[config.mk]
export PLATFORM = sky130hd
export DESIGN_NAME = jk_excite_drv
export DESIGN_NICKNAME = d
export VERILOG_FILES = /design/src/rtl/jk_excite_drv.sv
export SDC_FILE = /design/constraint.sdc
export NUM_CORES = 1
export LEC_CHECK = 0
export ABC_AREA = 1
export CORE_ASPECT_RATIO = 2
export CORE_MARGIN = 2
export CORE_UTILIZATION = 44
export DETAILED_ROUTE_END_ITERATION = 7
export PLACE_DENSITY = 0.8
export SLEW_MARGIN = 20
export SYNTH_ARGS = -nofsm -noshare
export SYNTH_HDL_FRONTEND = slang
export SYNTH_SLANG_ARGS = --single-unit
[constraint.sdc]
create_clock -name clk -period 2.4 [get_ports clk]
set_input_delay 0.6 -clock clk [delete_from_list [all_inputs] [get_ports clk]]
set_output_delay 0.6 -clock clk [all_outputs]
set_load 0.01 [all_outputs]
[src/rtl/jk_excite_drv.sv]
// Computes JK excitation that moves the owned bank to each accepted target, then checks it.
// Latency: q reaches target 1 edge after accept, done 2 edges after; tgt_ready only in IDLE (1 target per 3 cycles).
module jk_excite_drv #(
   parameter int WIDTH       = 4,
   parameter int CNT_W       = 8,
   parameter bit TOGGLE_MODE = 1'b0
) (
   input  logic             clk,
   input  logic             rst_n,
   input  logic             tgt_valid,
   output logic             tgt_ready,
   input  logic [WIDTH-1:0] tgt_data,
   output logic [WIDTH-1:0] j_out,
   output logic [WIDTH-1:0] k_out,
   output logic [WIDTH-1:0] q,
   output logic [WIDTH-1:0] qbar,
   output logic             done,
   output logic             mismatch,
   output logic [CNT_W-1:0] toggle_cnt
);

   localparam int PC_W  = $clog2(WIDTH + 1);
   localparam int SUM_W = ((CNT_W > PC_W) ? CNT_W : PC_W) + 1;

   typedef enum logic [1:0] {IDLE, EXCITE, CHECK} state_t;

   state_t           state, state_next;
   logic             accept;
   logic [WIDTH-1:0] tgt_q;
   logic [WIDTH-1:0] chg;
   logic [WIDTH-1:0] j_next;
   logic [WIDTH-1:0] k_next;
   logic [WIDTH-1:0] diff;
   logic [PC_W-1:0]  pop;
   logic [SUM_W-1:0] sum;
   logic [CNT_W-1:0] cnt_next;

   assign qbar = ~q;

   always_ff @(posedge clk or negedge rst_n) begin
      if (!rst_n) state <= IDLE;
      else        state <= state_next;
   end

   always_comb begin
      state_next = state;
      tgt_ready  = 1'b0;
      accept     = 1'b0;
      case (state)
         IDLE: begin
            tgt_ready = 1'b1;
            accept    = tgt_valid;
            if (tgt_valid) state_next = EXCITE;
         end
         EXCITE:  state_next = CHECK;
         CHECK:   state_next = IDLE;
         default: state_next = IDLE;
      endcase
   end

   // Changing bits get set/reset excitation, or J=K=1 when toggling is preferred.
   always_comb begin
      chg    = q ^ tgt_data;
      j_next = TOGGLE_MODE ? chg : (chg & tgt_data);
      k_next = TOGGLE_MODE ? chg : (chg & q);
   end

   // Bits about to flip are counted against the pre-update q.
   always_comb begin
      diff = q ^ tgt_q;
      pop  = '0;
      for (int i = 0; i < WIDTH; i++) pop = pop + PC_W'(diff[i]);
      sum      = SUM_W'(toggle_cnt) + SUM_W'(pop);
      cnt_next = (|sum[SUM_W-1:CNT_W]) ? '1 : sum[CNT_W-1:0];
   end

   always_ff @(posedge clk or negedge rst_n) begin
      if (!rst_n) begin
         q          <= '0;
         tgt_q      <= '0;
         j_out      <= '0;
         k_out      <= '0;
         done       <= 1'b0;
         mismatch   <= 1'b0;
         toggle_cnt <= '0;
      end else begin
         q    <= (j_out & ~q) | (~k_out & q);
         done <= 1'b0;
         case (state)
            IDLE: begin
               if (accept) begin
                  tgt_q    <= tgt_data;
                  j_out    <= j_next;
                  k_out    <= k_next;
                  mismatch <= 1'b0;
               end
            end
            EXCITE: begin
               toggle_cnt <= cnt_next;
               j_out      <= '0;
               k_out      <= '0;
            end
            CHECK: begin
               done     <= 1'b1;
               mismatch <= (q != tgt_q);
            end
            default: ;
         endcase
      end
   end

endmodule

# == After elaboration in Yosys (flattened, before gate mapping) ==
# Cells that the tools add are included.
# word_totals
mem_bits_ro,0
elab_cells,44
ff_bits,28
output_inout_bits,27
mem_count,0
mem_bits_rw,0
latchBits,0
input_bits,7
# classes
n_bitwise,9
mul,0
n_eq_ne,5
mux,12
add_sub_neg,4
div_mod_pow,0
reduce_logical,6
order_cmp,0
shift,0
# ops
op,n
$and 4x4->4,4
$pmux 4 s2,2
$add 8x3->9,1
$mux 4,2
$mux 8,1
$not 4->4,2
$xor 4x4->4,2
$reduce_and 2->1,3
$mux 1,4
$ne 2x2->1 const B,2
$ne 4x4->1,1
$or 4x4->4,1
$pmux 2 s2,1
$reduce_bool 2->1,2
$add 2x1->3,1
$add 3x1->3,1
$add 1x1->2,1
$eq 2x1->1 const B,1
$eq 2x2->1 const B,1
$logic_not 2->1,1
$mux 2,1
$pmux 1 s2,1

# == Depth between registers and ports, before layout ==
# Gate-level depths: netlist of the first run.
# depth
word_depth,6
mapped_depth,11

# == Worst setup path before layout of the first run ==
# OpenSTA, ideal clock, no wires.
# synth_timing
path_type,reg2reg
startpoint,reg q[0]
endpoint,reg toggle_cnt[4]
period_less_slack_ns,2.355
required_time_ns,2.273
setup_slack_ns,0.045
arrival_time_ns,2.228
stages_incl_launch_ff,11
path_cell_list,dfrtp_1 xnor2_1 fa_1 fa_1 inv_1 fa_1 inv_1 nor3_2 inv_1 nand2_1 nand3_1
# synth_via
elab_chain_cells,6
# synth_lines
item,line_no,source
"start, declared",15,"output logic [WIDTH-1:0] q,"
"start signal, assigned",87,q <= (j_out & ~q) | (~k_out & q);
$xor 4x4->4,70,diff = q ^ tgt_q;
$add 1x1->2,72,for (int i = 0; i < WIDTH; i++) pop = pop + PC_W'(diff[i]);
$add 2x1->3,72,
$add 3x1->3,72,
$add 8x3->9,73,sum = SUM_W'(toggle_cnt) + SUM_W'(pop);
$mux 8,74,cnt_next = (|sum[SUM_W-1:CNT_W]) ? '1 : sum[CNT_W-1:0];
"end signal, assigned",99,toggle_cnt <= cnt_next;
"end, declared",19,output logic [CNT_W-1:0] toggle_cnt
# Every way passes these cells.
# A chain may end at the register's enable or synchronous reset.

# == Worst setup path in the final report of the first run ==
# layout_timing
startpoint,reg tgt_q[0]
endpoint,reg toggle_cnt[4]
# layout_via
elab_chain_cells,6
# layout_lines
item,line_no,source
"start, declared",29,logic [WIDTH-1:0] tgt_q;
"start signal, assigned",92,tgt_q <= tgt_data;
$xor 4x4->4,70,
$add 1x1->2,72,
$add 2x1->3,72,
$add 3x1->3,72,
$add 8x3->9,73,
$mux 8,74,
# Every way passes these cells.

==> impl_metrics.tcl, run 1 <==
set metrics [dict create \
    die_w_um 43.9 \
    max_stage_delay_ns 0.49 \
    syn_nets 154 \
    io_buffers 33 \
    core_area_um2 3120 \
    clock_skew_ns 0.00399 \
    clk_pin_slew_ns 0.10 \
    grt.overflow.total 0 \
    dp_hpwl_um 2390 \
    netlist_instances 143 \
    diodes 0 \
    cts_tree "yes" \
    numCtsBuffers 3 \
    place_area_um2 1780 \
    cap_viol_max_count 0 \
    regArea_um2 701 \
    switchingPower_w 0.00106 \
    clk_latency_ns 0.28 \
    cp_data_arrival_time_ns 2.57 \
    drt_iter0_drc 23 \
    p_per_area_nw_per_um2 1370 \
    via_per_inst 5.44 \
    p_sw_frac 0.406 \
    syn_area_um2 1400 \
    track_usage 0.202 \
    clock_tree.root_cell "clkbuf_8" \
    yosys_warnings 0 \
    wl_um 3280 \
    pwr-share-clk 0.143 \
    clkSinkCount 28 \
    multi_input_area_um2 636 \
    fin_nets 197 \
    wire_per_inst_um 15.2 \
    finalCritPeriodShare 0.998 \
    slew_violations 0 \
    leakagePower_nw 0.886 \
    die_h_um 83.9 \
    end_kind "flop" \
    ys_seq_area_frac 0.499 \
    synth_cell_types 26 \
    setup_viol 0 \
    grt_pass1_vias 1224 \
    worst-slew-pin-transition_ns 0.357 \
    vias 1174 \
    slew_headroom 0.762 \
    die_area_um2 3690 \
    holdBufCountCts 0 \
    final_common_cell "clkdlybuf4s50_1" \
    drt-pass1-iter-count 4 \
    drive_above_1_share 0.232 \
    cp_max_fo 2 \
    start_util 0.450 \
    grt_pass1_wl_um 5640 \
    htreeDepth 1 \
    drcViolationCount 0 \
    grt_max_degree 29 \
    ys_ff_latch 28 \
    top_level_ports 34 \
    setup.worst_path.start_class "flop" \
    ir_worst_vdd_v 0.000866 \
    gp_congestion 0.828 \
    drtAntennaViolNets 0 \
    hold_class "reg -> reg" \
    fmaxAchievable_mhz 417 \
    finalCriticalPeriod_ns 2.40 \
    cts_buffer_depth 2 \
    seqPwrFrac 0.306 \
    area_delta_synth_final_pct 36.2 \
    internal_power_w 0.00155 \
    power_w 0.00261 \
    combinationalPowerShare 0.551 \
    num_rows 29 \
    status "finished, final reports clean" \
    fillers 261 \
    criticalPathCategory "reg -> reg" \
    antenna_found_initial 0 \
    syn_avg_cell_area_um2 9.82 \
    cp.required_ns 2.57 \
    finalHoldViolCount 0 \
    crit_slowest_cell "fa_1" \
    rsz0062_at_grt "true" \
    post-route-util 0.613 \
    worstPathCellList "xnor2_2 -> fa_1 -> fa_2 -> inv_2 -> fa_2 -> inv_2 -> nor3_4 -> inv_1 -> nand2_1 -> nand3_1" \
    layout_common_cells "32 x clkdlybuf4s50_1, 31 x nand2_1, 28 x dfrtp_1" \
    post-route-cell-area_um2 1910 \
]
cells by family after synthesis:
logic type / Yosys count / synth area share
flops: 28 / 0.499
fa+ha+maj: 4 / 0.0517
xor+xnor: 5 / 0.0312
compound gates: 16 / 0.0856
buf+inv: 23 / 0.0704
simple gates: 67 / 0.262
critical path: cells and delay by family, from the launching register on:
family,cells,cell delay [ns]
and+or+nand+nor,3,0.32
xor gates and xnor gates,1,0.22
adders and majority gates,3,1.10
DFF,1,0.42
buffers and inverters,3,0.22
worst paths after layout:
path / start / to / slack, ns / depth (start not counted)
max in group asynchronous: rst_n / toggle_cnt[6] / 1.44 / 2
max: tgt_q[0] / toggle_cnt[4] / 0.004 / 10
min reg2reg: k_out[3] / q[3] / 0.51 / 1
min: k_out[3] / q[3] / 0.51 / 1
min in group asynchronous: rst_n / done / 0.69 / 2
max reg2reg: tgt_q[0] / toggle_cnt[4] / 0.004 / 10
metal layers:
layer | track usage | wire [um]
met5 | 0 | 0
met4 | 0.0854 | 63
met3 | 0.0238 | 111
met2 | 0.369 | 1980
met1 | 0.220 | 1120
final cells by class:
class                   count  area share
flip-flops and latches     28       0.366
multi-input cells          92       0.332
repair buffers             40       0.202
inverters                  21      0.0419
clock buffers               3      0.0216
well taps                  31      0.0203
clock inverters             1      0.0157
power by group through the flow:
stage	clock network (W)	logic [W]	registers, W
floorplan	0	0.000631	0.000833
global placement	0	0.00116	0.000785
detailed placement	0	0.00124	0.000796
CTS	0.000380	0.00132	0.000794
global route	0.000392	0.00158	0.000822
finish	0.000374	0.00144	0.000799
synth_stat cells:
cell	count	area share
nand2_1	32	0.086
dfrtp_1	28	0.50
clkinv_2	1	0.0036
nor2_2	1	0.0045
o21ai_2	4	0.025
nand2_4	2	0.016
buf_4	1	0.0053
ha_1	1	0.0089
a21oi_2	1	0.0062
o31ai_1	4	0.021
nor3_2	2	0.014
nor2_4	1	0.0080
o21ai_0	4	0.014
nor2_1	8	0.021
buf_6	1	0.0080
inv_2	2	0.0053
fa_1	3	0.043
nand3_2	7	0.050
xnor2_1	5	0.031
a21oi_1	1	0.0036
nand2_2	1	0.0045
o21ai_1	1	0.0036
nand3_1	12	0.043
a21oi_4	1	0.012
inv_1	18	0.048
nand4_4	1	0.015
through the flow:
stage | TNS [ns] | hold WS [ns] | setup WS [ns] | cells
floorplan | 0 | 0.304 | 0.0451 | 143
global placement | -0.123 | 0.483 | -0.0515 | 208
detailed placement | -1.00 | 0.487 | -0.165 | 208
CTS | 0 | 0.517 | 0.0203 | 213
global route | -0.531 | 0.541 | -0.0780 | 216
finish | 0 | 0.511 | 0.00399 | 216
sequential cells by signal (all words and copies together) (netlist names):
| signal | count |
|---|---|
| toggle_cnt | 8 |
| q | 4 |
| state | 2 |
| k_out | 4 |
| mismatch | 1 |
| done | 1 |
| j_out | 4 |
| tgt_q | 4 |
timing repair:
item                                    in CTS  in global routing
pin swaps                                    3                  6
buffers inserted                             1                  3
resized for setup                            5                  5
endpoints found under the setup margin       8                  8
No activity file was read; power rests on OpenSTA's default activity.
==> run 2, diff against run 1 <==
CTS_CLUSTER_SIZE = 14   (was not set)
PLACE_DENSITY = 0.75   (was 0.8)
==> run 2 against run 1 <==
Compared with the run above:
- critical path depth did not move
- highest routed layer unchanged
- maximum frequency rose by 2.8%
- final area fell by 3.3%
- sequential share of layout area rose by 1.3 points
- wire length fell by 12%
- sequential power fell by 1%
==> impl_metrics.tcl, run 2 (synthesis results as in run 1) <==
set metrics [dict create \
    setup_viol 0 \
    power_w 0.00233 \
    finalHoldViolCount 0 \
    slew_violations 0 \
    clock_skew_ns 0.00234 \
    finalWorstSetupSlack_ns 0.0681 \
    die_h_um 83.9 \
    numCtsBuffers 3 \
    cp_max_fo 2 \
    finalCriticalPeriod_ns 2.33 \
    num_rows 29 \
    gp_congestion 0.865 \
    top_level_ports 34 \
    ir_worst_vdd_v 0.000780 \
    area_delta_synth_final_pct 31.6 \
    grt_max_degree 29 \
    antenna_found_initial 0 \
    drtAntennaViolNets 0 \
    dp_hpwl_um 2200 \
    leakagePower_nw 0.844 \
    clk_pin_slew_ns 0.09 \
    finalCritPeriodShare 0.972 \
    switchingPower_w 0.000964 \
    end_kind "flop" \
    die_area_um2 3690 \
    io_buffers 33 \
    fin_nets 193 \
    pwr-share-clk 0.109 \
    track_usage 0.175 \
    die_w_um 43.9 \
    instances_no_fill 211 \
    vias 1111 \
    post-cts-setup-buffer-count 0 \
    via_per_inst 5.27 \
    slew_headroom 0.764 \
    p_per_area_nw_per_um2 1260 \
    clk_latency_ns 0.27 \
    seqPwrFrac 0.339 \
    setup.worst_path.start_class "flop" \
    drt-pass1-iter-count 4 \
    fmaxAchievable_mhz 429 \
    tns_ns 0 \
    hold_class "reg -> reg" \
    start_util 0.450 \
    grt_pass1_vias 1211 \
    cts_tree "yes" \
    layout_common_cells "33 x clkdlybuf4s50_1, 31 x nand2_1, 28 x dfrtp_1" \
    clkSinkCount 28 \
    drive_above_1_share 0.217 \
    grt_pass1_wl_um 5060 \
    cp_data_arrival_time_ns 2.49 \
    grt.overflow.total 0 \
    final_common_cell "clkdlybuf4s50_1" \
    wl_um 2890 \
    rsz0062_at_grt "true" \
    holdBufCountCts 0 \
    diodes 0 \
    largest_reg_flops 8 \
    pre_cts_ws_ns -0.0660 \
    place_area_um2 1780 \
    criticalPathCategory "reg -> reg" \
    status "finished, final reports clean" \
    htreeDepth 1 \
    clock_tree.root_cell "clkbuf_8" \
    largest-register "toggle_cnt" \
    dp_cells 208 \
    wire_per_inst_um 13.7 \
    cp.required_ns 2.56 \
    drcViolationCount 0 \
    internal_power_w 0.00137 \
    core_area_um2 3120 \
    drt_iter0_drc 19 \
    post-route-cell-area_um2 1850 \
    p_sw_frac 0.414 \
    combinationalPowerShare 0.553 \
    worst-slew-pin-transition_ns 0.354 \
    cts_buffer_depth 2 \
    cap_viol_max_count 0 \
]
## run 2: final timing paths
kind / end / from / slack [ns] / cells after the start
setup / recovery: toggle_cnt[4] / tgt_q[0] / 0.07 / 10
hold / removal: tgt_q[3] / tgt_q[3] / 0.51 / 2
setup reg to reg: toggle_cnt[4] / tgt_q[0] / 0.07 / 10
hold reg to reg: tgt_q[3] / tgt_q[3] / 0.51 / 2
max in group asynchronous: k_out[0] / rst_n / 1.45 / 2
min in group asynchronous: toggle_cnt[6] / rst_n / 0.70 / 2
## run 2: what timing repair did
item	4_1_cts	5_1_grt
endpoints found under the setup margin	8	8
pin swaps	1	7
gates resized for setup	5	4
endpoints found under the hold margin	0	0
## run 2: area by class of cell
type                    instances  area [um^2]
well taps                      31         38.8
inverters                      21         80.1
repair buffers                 36          353
multi-input cells              92          634
flip-flops and latches         28          701
fillers                       282         1270
clock buffers                   3         41.3
## run 2: through the flow
stage,hold WS [ns],util
2_1_floorplan,0.304,-
3_5_place_dp,0.487,0.569
4_1_cts,0.515,0.589
5_1_grt,0.530,0.592
6_report,0.510,0.592
3_3_place_gp,0.484,0.569
## run 2: power groups by stage
stage	combinational [W]	clock (W)	sequential (W)
2_1_floorplan	0.000631	0	0.000833
3_3_place_gp	0.00117	0	0.000779
3_5_place_dp	0.00122	0	0.000786
4_1_cts	0.00127	0.000259	0.000787
5_1_grt	0.00146	0.000270	0.000810
6_report	0.00129	0.000253	0.000789
## run 2: critical path, cell delays in order, from the launching register on
cell,delay (ns)
dfrtp_1,0.43
xnor2_2,0.22
fa_1,0.49
fa_2,0.38
inv_2,0.07
fa_2,0.22
inv_2,0.05
nor3_2,0.17
inv_1,0.06
nand2_1,0.06
nand3_1,0.08
## run 2: metal layers
metal  global-route usage  wire (um)
met4               0.0661         36
met2                0.305       1640
met1                0.204       1110
met5                    0          0
met3               0.0303        113
